[config.mk]
export PLATFORM = sky130hd
export DESIGN_NAME = ddr3_rdlvl_lane_align
export DESIGN_NICKNAME = d
export VERILOG_FILES = /design/src/rtl/ddr3_rdlvl_pkg.sv /design/src/rtl/ddr3_rdlvl_err_cnt.sv /design/src/rtl/ddr3_rdlvl_lane_align.sv
export SDC_FILE = /design/constraint.sdc
export NUM_CORES = 1
export LEC_CHECK = 0
export BUFFER_PORTS_ARGS = -buffer_cell sky130_fd_sc_hd__buf_2
export CAP_MARGIN = 20
export CORE_ASPECT_RATIO = 1.75
export CORE_MARGIN = 2
export CORE_UTILIZATION = 48
export DETAILED_ROUTE_END_ITERATION = 7
export PLACE_DENSITY = 0.79
export SETUP_SLACK_MARGIN = 0.5
export SLEW_MARGIN = 5
export SYNTH_ARGS = -nofsm -noshare
export SYNTH_HDL_FRONTEND = slang
export SYNTH_SLANG_ARGS = --single-unit
export TNS_END_PERCENT = 50
[constraint.sdc]
create_clock -name FAB_CLK -period 1.6 [get_ports FAB_CLK]
set_input_delay 0.24 -clock FAB_CLK [delete_from_list [all_inputs] [get_ports FAB_CLK]]
set_output_delay 0.24 -clock FAB_CLK [all_outputs]
set_load 0.005 [all_outputs]
[src/rtl/ddr3_rdlvl_pkg.sv]
// ddr3_rdlvl_pkg: shared types and constants for the DDR3 read-leveling lane aligner.
//   rdlvl_state_t : aligner FSM state encoding
//   NUM_SLIPS     : number of distinct bit positions in one 8-bit deserialized word
//   SLIP_CNT_W    : width of the per-attempt slip counter
package ddr3_rdlvl_pkg;

   localparam int unsigned NUM_SLIPS  = 8;
   localparam int unsigned SLIP_CNT_W = 3;
   localparam int unsigned LANE_W     = 8;

   typedef enum logic [2:0] {
      ST_IDLE   = 3'd0,
      ST_CHECK  = 3'd1,
      ST_SLIP   = 3'd2,
      ST_WAIT   = 3'd3,
      ST_LOCKED = 3'd4,
      ST_FAIL   = 3'd5
   } rdlvl_state_t;

endpackage : ddr3_rdlvl_pkg

[src/rtl/ddr3_rdlvl_err_cnt.sv]
// ddr3_rdlvl_err_cnt: saturating post-lock pattern-mismatch counter.
// Only built when DDR3_RDLVL_ERR_CNT_EN is defined.
// Ports:
//   i_clk  in  1  clock, rising edge
//   i_rst  in  1  synchronous active-high reset
//   i_clr  in  1  synchronous clear, wins over i_inc
//   i_inc  in  1  increment request (ignored once saturated)
//   o_cnt  out W  current count
`ifdef DDR3_RDLVL_ERR_CNT_EN
module ddr3_rdlvl_err_cnt #(
   parameter int unsigned W = 16
) (
   input  logic         i_clk,
   input  logic         i_rst,
   input  logic         i_clr,
   input  logic         i_inc,
   output logic [W-1:0] o_cnt
);

   logic [W-1:0] r_cnt;

   // Count up, holding at all-ones.
   always_ff @(posedge i_clk) begin
      if (i_rst || i_clr) begin
         r_cnt <= '0;
      end else if (i_inc && (r_cnt != {W{1'b1}})) begin
         r_cnt <= r_cnt + W'(1);
      end
   end

   assign o_cnt = r_cnt;

endmodule : ddr3_rdlvl_err_cnt
`endif

[src/rtl/ddr3_rdlvl_lane_align.sv]
// ddr3_rdlvl_lane_align: receive-side read-leveling word aligner for one DDR3 DQ lane.
// Pulses the IOD bit-slip until the deserialized word matches TRAIN_PATTERN for
// MATCH_CNT consecutive words, then forwards aligned read data.
// Optional feature macro: DDR3_RDLVL_ERR_CNT_EN (post-lock mismatch counter).
// Ports:
//   FAB_CLK        in   1      fabric clock, rising edge
//   RX_SYNC_RST    in   1      synchronous active-high reset
//   TRAIN_START    in   1      begin/restart alignment (one-cycle pulse)
//   RX_DATA        in   8      deserialized lane word, bit0 = first beat
//   RD_VALID_IN    in   1      read gate aligned to RX_DATA
//   PATTERN_MON    in   1      controller is replaying TRAIN_PATTERN
//   RX_BIT_SLIP    out  1      one-cycle slip request to IOD
//   TRAIN_DONE     out  1      lane locked
//   TRAIN_FAIL     out  1      no alignment found
//   SLIP_COUNT     out  3      slips issued in current attempt
//   RD_DATA        out  8      aligned read data
//   RD_DATA_VALID  out  1      RD_DATA qualifier
//   ERR_COUNT      out  ERR_W  post-lock pattern mismatch count
module ddr3_rdlvl_lane_align
   import ddr3_rdlvl_pkg::*;
#(
   parameter logic [7:0]  TRAIN_PATTERN = 8'hB4,
   parameter int unsigned MATCH_CNT     = 4,
   parameter int unsigned SLIP_WAIT     = 3,
   parameter int unsigned ERR_W         = 16
) (
   input  logic                  FAB_CLK,
   input  logic                  RX_SYNC_RST,
   input  logic                  TRAIN_START,
   input  logic [LANE_W-1:0]     RX_DATA,
   input  logic                  RD_VALID_IN,
   input  logic                  PATTERN_MON,
   output logic                  RX_BIT_SLIP,
   output logic                  TRAIN_DONE,
   output logic                  TRAIN_FAIL,
   output logic [SLIP_CNT_W-1:0] SLIP_COUNT,
   output logic [LANE_W-1:0]     RD_DATA,
   output logic                  RD_DATA_VALID,
   output logic [ERR_W-1:0]      ERR_COUNT
);

   localparam int unsigned MATCH_W = (MATCH_CNT > 1) ? $clog2(MATCH_CNT) : 1;
   localparam int unsigned WAIT_W  = (SLIP_WAIT > 1) ? $clog2(SLIP_WAIT) : 1;

   rdlvl_state_t          r_state;
   logic                  r_slip;
   logic                  r_done;
   logic                  r_fail;
   logic [SLIP_CNT_W-1:0] r_slip_cnt;
   logic [MATCH_W-1:0]    r_match_cnt;
   logic [WAIT_W-1:0]     r_wait_cnt;
   logic [LANE_W-1:0]     r_rd_data;
   logic                  r_rd_valid;

   rdlvl_state_t          w_state_nxt;
   logic [SLIP_CNT_W-1:0] w_slip_cnt_nxt;
   logic [MATCH_W-1:0]    w_match_cnt_nxt;
   logic [WAIT_W-1:0]     w_wait_cnt_nxt;
   logic [LANE_W-1:0]     w_rd_data_nxt;
   logic                  w_rd_valid_nxt;
   logic                  w_err_clr;
   logic                  w_err_inc;
   logic                  w_match;

   assign w_match = (RX_DATA == TRAIN_PATTERN);

   // State and registered outputs.
   always_ff @(posedge FAB_CLK) begin
      if (RX_SYNC_RST) begin
         r_state     <= ST_IDLE;
         r_slip      <= 1'b0;
         r_done      <= 1'b0;
         r_fail      <= 1'b0;
         r_slip_cnt  <= '0;
         r_match_cnt <= '0;
         r_wait_cnt  <= '0;
         r_rd_data   <= '0;
         r_rd_valid  <= 1'b0;
      end else begin
         r_state     <= w_state_nxt;
         r_slip      <= (w_state_nxt == ST_SLIP);
         r_done      <= (w_state_nxt == ST_LOCKED);
         r_fail      <= (w_state_nxt == ST_FAIL);
         r_slip_cnt  <= w_slip_cnt_nxt;
         r_match_cnt <= w_match_cnt_nxt;
         r_wait_cnt  <= w_wait_cnt_nxt;
         r_rd_data   <= w_rd_data_nxt;
         r_rd_valid  <= w_rd_valid_nxt;
      end
   end

   // Next-state and datapath decisions.
   always_comb begin
      w_state_nxt     = r_state;
      w_slip_cnt_nxt  = r_slip_cnt;
      w_match_cnt_nxt = r_match_cnt;
      w_wait_cnt_nxt  = r_wait_cnt;
      w_rd_data_nxt   = r_rd_data;
      w_rd_valid_nxt  = 1'b0;
      w_err_clr       = 1'b0;
      w_err_inc       = 1'b0;

      case (r_state)
         ST_IDLE: begin
            if (TRAIN_START) begin
               w_state_nxt     = ST_CHECK;
               w_slip_cnt_nxt  = '0;
               w_match_cnt_nxt = '0;
               w_err_clr       = 1'b1;
            end
         end

         ST_CHECK: begin
            if (w_match) begin
               if (r_match_cnt == MATCH_W'(MATCH_CNT - 1)) begin
                  w_state_nxt     = ST_LOCKED;
                  w_match_cnt_nxt = '0;
               end else begin
                  w_match_cnt_nxt = r_match_cnt + MATCH_W'(1);
               end
            end else if (r_slip_cnt == SLIP_CNT_W'(NUM_SLIPS - 1)) begin
               // Every other rotation has been tried without a match.
               w_state_nxt = ST_FAIL;
            end else begin
               w_state_nxt     = ST_SLIP;
               w_match_cnt_nxt = '0;
            end
         end

         ST_SLIP: begin
            w_slip_cnt_nxt = r_slip_cnt + SLIP_CNT_W'(1);
            w_wait_cnt_nxt = WAIT_W'(SLIP_WAIT - 1);
            w_state_nxt    = ST_WAIT;
         end

         // Let the IOD slip settle; RX_DATA is not trusted here.
         ST_WAIT: begin
            if (r_wait_cnt == '0) begin
               w_state_nxt = ST_CHECK;
            end else begin
               w_wait_cnt_nxt = r_wait_cnt - WAIT_W'(1);
            end
         end

         ST_LOCKED: begin
            w_rd_data_nxt  = RX_DATA;
            w_rd_valid_nxt = RD_VALID_IN;
            w_err_inc      = PATTERN_MON && !w_match;
            if (TRAIN_START) begin
               w_state_nxt     = ST_CHECK;
               w_slip_cnt_nxt  = '0;
               w_match_cnt_nxt = '0;
               w_err_clr       = 1'b1;
            end
         end

         ST_FAIL: begin
            if (TRAIN_START) begin
               w_state_nxt     = ST_CHECK;
               w_slip_cnt_nxt  = '0;
               w_match_cnt_nxt = '0;
               w_err_clr       = 1'b1;
            end
         end

         default: begin
            w_state_nxt = ST_IDLE;
         end
      endcase
   end

   assign RX_BIT_SLIP   = r_slip;
   assign TRAIN_DONE    = r_done;
   assign TRAIN_FAIL    = r_fail;
   assign SLIP_COUNT    = r_slip_cnt;
   assign RD_DATA       = r_rd_data;
   assign RD_DATA_VALID = r_rd_valid;

`ifdef DDR3_RDLVL_ERR_CNT_EN
   ddr3_rdlvl_err_cnt #(
      .W (ERR_W)
   ) u_err_cnt (
      .i_clk (FAB_CLK),
      .i_rst (RX_SYNC_RST),
      .i_clr (w_err_clr),
      .i_inc (w_err_inc),
      .o_cnt (ERR_COUNT)
   );
`else
   // Monitor disabled: sink the unused controls.
   logic w_unused_err;
   assign w_unused_err = ^{PATTERN_MON, w_err_clr, w_err_inc};
   assign ERR_COUNT    = '0;
`endif

endmodule : ddr3_rdlvl_lane_align

==> results_dict.tcl, run 1 <==
set metrics [dict create \
    cts_buffer_depth 2 \
    hold_viol_final 0 \
    rr_startpoint "r_state[0]" \
    die_w_um 41.0 \
    netlist_instances 121 \
    synthTopCellsByArea "dfxtp_1, buf_4, mux2i_1, nor2_1, ha_1" \
    post_synth.cell_area_avg_um2 9.48 \
    p_per_area_mw_per_mm2 820 \
    drt_wl_total_um 2670 \
    num_antenna_cells 0 \
    slowest_stage "or4_4" \
    drtIter0Drc 22 \
    outcome "completed" \
    via_count 964 \
    tritoncts "built" \
    synth_xor_xnor_area_share_pct 0 \
    grtUsageTotal_pct 20.8 \
    num_rows 23 \
    io_pins 44 \
    path_clk_slew_ns 0.07 \
    antenna_found_initial 0 \
    avgRoutedWirePerCell_um 14.8 \
    drtPass1Iterations 4 \
    fillers 192 \
    numCtsBuffers 3 \
    rsz0062_at_grt "yes" \
    grt_pass1_wl_um 3890 \
    clock-sinks 22 \
    post-route-period-util_pct 93.1 \
    die_area_mm2 0.00281 \
    path_delay_family "simple AND/OR/NAND/NOR gates" \
    cp.required_ns 1.76 \
    synth-compound-area-share_pct 12.6 \
    crit_fanout 5 \
    clock_skew_ns 0.00227 \
    fmax_ghz 0.671 \
    dpl_cell_area_mm2 0.00129 \
    first_global_vias 886 \
    grt.busiest_layer "met2" \
    ys_seq_area_share_pct 38.4 \
    p_total_mw 1.18 \
    r2r_slack_ns 0.11 \
    die_h_um 68.7 \
    crit_path_end "TRAIN_DONE" \
    use_met1_pct 21.6 \
    synth_area_mm2 0.00115 \
    synth_top_area_share_pct 38.4 \
    arrival_ns 1.65 \
    crit_start "r_state[0]" \
    p_leak_nw 0.634 \
    r2r_end "TRAIN_DONE" \
    yosysWarnings 0 \
    cp-end-kind "flop" \
    synth_top_family_by_area "simple AND/OR/NAND/NOR gates" \
    ant_nets 0 \
    initial_utilization_pct 50.5 \
    worstPathCellList "or3b_4, or4_4, nand3_4, nor3_1" \
    worstSetupStartpointType "flop" \
    grtUsageMet3_pct 3.53 \
    ctsRootBufferMaster "clkbuf_8" \
    grt_max_degree 14 \
    yosys.area_share.simple_pct 20.3 \
    path_buf_inv 0 \
    rr_worst_depth 4 \
    ys_ff_latch 22 \
    critPathKind "flop to flop" \
    path_depth 4 \
    clock_latency_ns 0.27 \
    finalCriticalPeriod_ns 1.49 \
    synth_async_sr_flop_share_pct 0 \
    fin_cells 180 \
    gp_congestion 0.864 \
    synth_fa_ha_area_share_pct 5.45 \
    grt_util_met2_pct 34.6 \
    whs_path_depth 2 \
    min_path_type "input pin to flop" \
    synthFlopType "dfxtp_1" \
    grt_overflow_total 0 \
    synth_cell_type_count 39 \
    synth_mux_area_share_pct 8.94 \
    drcViolationCount 0 \
    synth_edf_count 0 \
    cap_violations 0 \
    cts-htree-levels 1 \
    dp_hpwl_um 1820 \
    peakVddDrop_mv 0.781 \
    critPathMaxStageDelay_ns 0.46 \
    fin_nets 175 \
    tns_ns 0 \
    postLayoutCellArea_mm2 0.00144 \
    portBuffers 26 \
    place_inst 171 \
    area_growth_pct 25.7 \
    drive_gt1_share_pct 39.4 \
    fp.coreArea_mm2 0.00227 \
    setup_viol 0 \
    drv_slew 0 \
    synth.most_common_cell "dfxtp_1" \
    final_core_util_pct 63.5 \
    synth_top_area_cell "dfxtp_1" \
    synth_top_cells_by_count "dfxtp_1, nor2_1, buf_4" \
    viasPerCell 5.36 \
]
-- cell type report --
class	count	area [um^2]	share of cell area, %
multi-input cells	88	672	46.6
flip-flops and latches	22	448	31.0
repair buffers	37	231	16.0
clock buffers	3	41.3	2.86
well taps	25	31.3	2.17
inverters	5	18.8	1.30
-- stage by stage --
step / setup WS [ns] / hold slack (ns)
final: 0.111 / 0.224
after global routing: 0.0650 / 0.234
after CTS: 0.131 / 0.224
after detailed placement: 0.111 / 0.476
after global placement: 0.125 / 0.448
after floorplan: 0.195 / 0.387
-- registers in the layout, indices dropped and copies added (netlist names) --
register	cells
r_state	3
RX_BIT_SLIP	1
r_match_cnt	2
TRAIN_DONE	1
r_wait_cnt	2
RD_DATA	8
RD_DATA_VALID	1
SLIP_COUNT	3
TRAIN_FAIL	1
-- worst register-to-register path, delay by kind of cell (launching register included) --
kind / cells / cell delay (ns)
AND/OR/NAND/NOR: 4 / 1.02
flip-flops: 1 / 0.37
-- worst min path at each step --
stage	from	to
finish	RD_VALID_IN	RD_DATA_VALID
detailed placement	RD_DATA[2]	RD_DATA[2]
global route	RD_VALID_IN	RD_DATA_VALID
global placement	r_match_cnt[0]	r_match_cnt[0]
CTS	RD_VALID_IN	RD_DATA_VALID
floorplan	RX_DATA[0]	RD_DATA[0]
-- power breakdown --
group | switching [mW] | total (mW) | internal (mW)
combinational | 0.133 | 0.253 | 0.120
sequential | 0.0173 | 0.587 | 0.570
clock | 0.175 | 0.343 | 0.169
-- cell families after synthesis --
group / Yosys count
flip-flops: 22
AND/OR/NAND/NOR: 39
buffers and inverters: 26
other: 1
AO/OA/AOI/OAI: 18
multiplexers: 10
adder cells (fa/ha/maj): 5
-- cells in the final DEF, fill, tap and decap left out, types with 2 or more instances in the layout --
master,n
buf_4,6
nor2_1,17
a22o_1,2
dfxtp_1,18
buf_6,5
inv_1,5
buf_2,26
a21oi_1,3
ha_1,3
nor3_1,3
dfxtp_2,3
ha_4,2
nand4bb_1,2
conb_1,16
a22oi_1,3
clkbuf_8,3
and4bb_2,2
mux2_2,2
mux2i_1,8
-- routing by layer --
metal  vias to the layer above  routed length [um]
met5                         -                   0
met2                        40                1420
li1                        463                   -
met3                        13                 164
met4                         0                 138
met1                       448                 948
-- repair_timing --
action	CTS	global route
gates resized for setup	5	11
cloned	1	0
buffers inserted	2	3
pin swaps	0	5
endpoints found under the setup margin	23	23
hold buffers	0	0
(Power assumes the default switching activity.)
==> inputs of run 2 (changes only) <==
- ABC_AREA: default -> 1
- ABC_CLOCK_PERIOD_IN_PS: default -> 1600
- PLACE_DENSITY: 0.79 -> 0.78
==> run 2 against run 1 <==
  * Area after synthesis up 4.0%
  * Global-route usage rose by 0.72 points
  * Maximum frequency up 29%
  * Sequential cell count did not move
  * Setup slack gained 0.33 ns
  * Combinational power up 25%
  * Clock power rose by 52%
==> results_dict.tcl, run 2 <==
set metrics [dict create \
    largest_register_ffs 8 \
    critPathKind "flop to flop" \
    outcome "completed" \
    fp.coreArea_mm2 0.00233 \
    fillers 207 \
    rsz0062_at_grt "yes" \
    drv_slew 0 \
    drtPass1Iterations 4 \
    p_leak_nw 0.761 \
    arrival_ns 1.32 \
    clock-sinks 22 \
    num_antenna_cells 0 \
    cp-end-kind "flop" \
    grtUsageTotal_pct 21.5 \
    viasPerCell 5.12 \
    crit_start "SLIP_COUNT[0]" \
    worstPathCellList "ha_4, ha_4, inv_2, nand2_2, nand2_2, nand2_2, nand3_2, nor2_1" \
    clock_skew_ns 0.00384 \
    ys_ff_latch 22 \
    r2r_end "TRAIN_DONE" \
    die_w_um 41.7 \
    r2r_slack_ns 0.44 \
    first_global_vias 1177 \
    fin_nets 211 \
    critPathMaxStageDelay_ns 0.34 \
    path_buf_inv 1 \
    crit_fanout 2 \
    cts-htree-levels 1 \
    synth_top_cells_by_count "nor2_1, dfxtp_1, nand2_1" \
    hold_viol_final 0 \
    postLayoutCellArea_mm2 0.00155 \
    synth.most_common_cell "nor2_1" \
    synth_area_mm2 0.00119 \
    drtIter0Drc 18 \
    fmax_ghz 0.864 \
    rr_worst_depth 8 \
    synth_top_area_cell "dfxtp_1" \
    post-route-period-util_pct 72.3 \
    netlist_instances 158 \
    grt_pass1_wl_um 4980 \
    worstSetupStartpointType "flop" \
    portBuffers 26 \
    whs_path_depth 2 \
    initial_utilization_pct 51.2 \
    synth_edf_count 0 \
    relSlewSlack_pct 65.3 \
    path_depth 8 \
    tritoncts "built" \
    crit_path_end "TRAIN_DONE" \
    min_path_type "input pin to flop" \
    io_pins 44 \
    path_common_cell "nand2_2" \
    avgRoutedWirePerCell_um 13.3 \
    cts_buffer_depth 2 \
    via_count 1111 \
    drcViolationCount 0 \
    p_per_area_mw_per_mm2 942 \
    finalCriticalPeriod_ns 1.16 \
    ys_seq_area_share_pct 36.9 \
    antenna_found_initial 0 \
    final_common_cell "buf_2" \
    grt_max_degree 17 \
    synth_async_sr_flop_share_pct 0 \
    drt_wl_total_um 2890 \
    synthTopCellsByArea "dfxtp_1, buf_4, nor2_1, nand2_1, inv_1" \
    ant_nets 0 \
    clock_latency_ns 0.26 \
    final_cell_mix "buf_2, nor2_1, nand2_1" \
    grt_overflow_total 0 \
    tightest_slew_ns 0.520 \
    tns_ns 0 \
    final_core_util_pct 66.4 \
    peakVddDrop_mv 0.755 \
    cap_violations 0 \
    slowest_stage "dfxtp_2" \
    synth_top_area_share_pct 36.9 \
    die_h_um 70.0 \
    yosysWarnings 0 \
    die_area_mm2 0.00292 \
    fin_cells 217 \
    synthFlopType "dfxtp_1" \
    dpl_cell_area_mm2 0.00129 \
    numCtsBuffers 3 \
    rr_startpoint "SLIP_COUNT[0]" \
    path_clk_slew_ns 0.08 \
    path_delay_family "flip-flops" \
    setup_viol 0 \
    area_growth_pct 29.7 \
    synth_cell_type_count 24 \
    place_inst 207 \
    cp.required_ns 1.76 \
    drive_gt1_share_pct 41.1 \
    dp_hpwl_um 1910 \
    post_synth.cell_area_avg_um2 7.55 \
    num_rows 23 \
    ctsRootBufferMaster "clkbuf_8" \
    gp_congestion 0.821 \
]
-- run 2: worst register-to-register path, stage by stage, from the launching register on --
cell and delay (ns):
dfxtp_2 0.34, ha_4 0.17, ha_4 0.15, inv_2 0.06, nand2_2 0.06, nand2_2 0.08
nand2_2 0.06, nand3_2 0.08, nor2_1 0.05
-- run 2: area by class of cell --
cell class | instances | area, um^2 | area share, %
Sequential cell | 22 | 458 | 29.6
Tap cell | 25 | 31.3 | 2.02
Multi-Input combinational cell | 112 | 712 | 46.0
Clock inverter | 1 | 30.0 | 1.94
Clock buffer | 3 | 41.3 | 2.67
Timing Repair Buffer | 33 | 186 | 12.0
Inverter | 21 | 88.8 | 5.74
-- run 2: through the flow --
step                      hold slack [ns]  setup WS, ns  total power [mW]
final                               0.193         0.443              1.46
after global routing                0.193         0.379              1.53
after CTS                           0.185         0.443              1.43
after detailed placement            0.445         0.349             0.860
after global placement              0.440         0.358             0.849
after floorplan                     0.302         0.508             0.825
-- run 2: cell families (layout without fill, tap and decap cells) --
kind of cell | after synthesis | in the layout | synth area share, %
DFF | 22 | 22 | 36.9
other | 1 | 16 | 0.314
adders and majority gates | 5 | 5 | 5.24
and+or+nand+nor | 68 | 68 | 28.4
AOI/OAI and AO/OA | 23 | 23 | 11.0
buffers and inverters | 39 | 58 | 18.1
-- run 2: power breakdown --
part           switching, mW  leakage (nW)  internal [mW]  total, mW
Combinational          0.185         0.542          0.130      0.315
Clock                  0.186        0.0357          0.334      0.520
Sequential            0.0439         0.183          0.579      0.623
-- run 2: what timing repair did --
action                     4_1_cts  5_1_grt
setup endpoints to repair       19       23
pin swaps                        7       12
hold buffers                     0        0
resized for setup               26       12
buffers inserted                 5        1
-- run 2: layer usage --
| metal | share of wire [%] | track usage (%) | routed length, um | up-vias |
|---|---|---|---|---|
| met5 | 0 | 0 | 0 | - |
| met4 | 2.3 | 9.32 | 67 | 0 |
| met3 | 4.7 | 3.62 | 137 | 9 |
| met2 | 58 | 41.0 | 1670 | 46 |
| met1 | 35 | 21.7 | 1020 | 521 |
| li1 | - | - | - | 535 |
-- run 2: worst min-delay path by stage --
stage / from / slack [ns] / to
detailed placement: SLIP_COUNT[0] / 0.45 / SLIP_COUNT[0]
global route: RX_SYNC_RST / 0.19 / SLIP_COUNT[1]
finish: RX_SYNC_RST / 0.19 / r_wait_cnt[1]
floorplan: RX_SYNC_RST / 0.30 / SLIP_COUNT[1]
CTS: RX_SYNC_RST / 0.18 / r_wait_cnt[1]
global placement: SLIP_COUNT[0] / 0.44 / SLIP_COUNT[0]
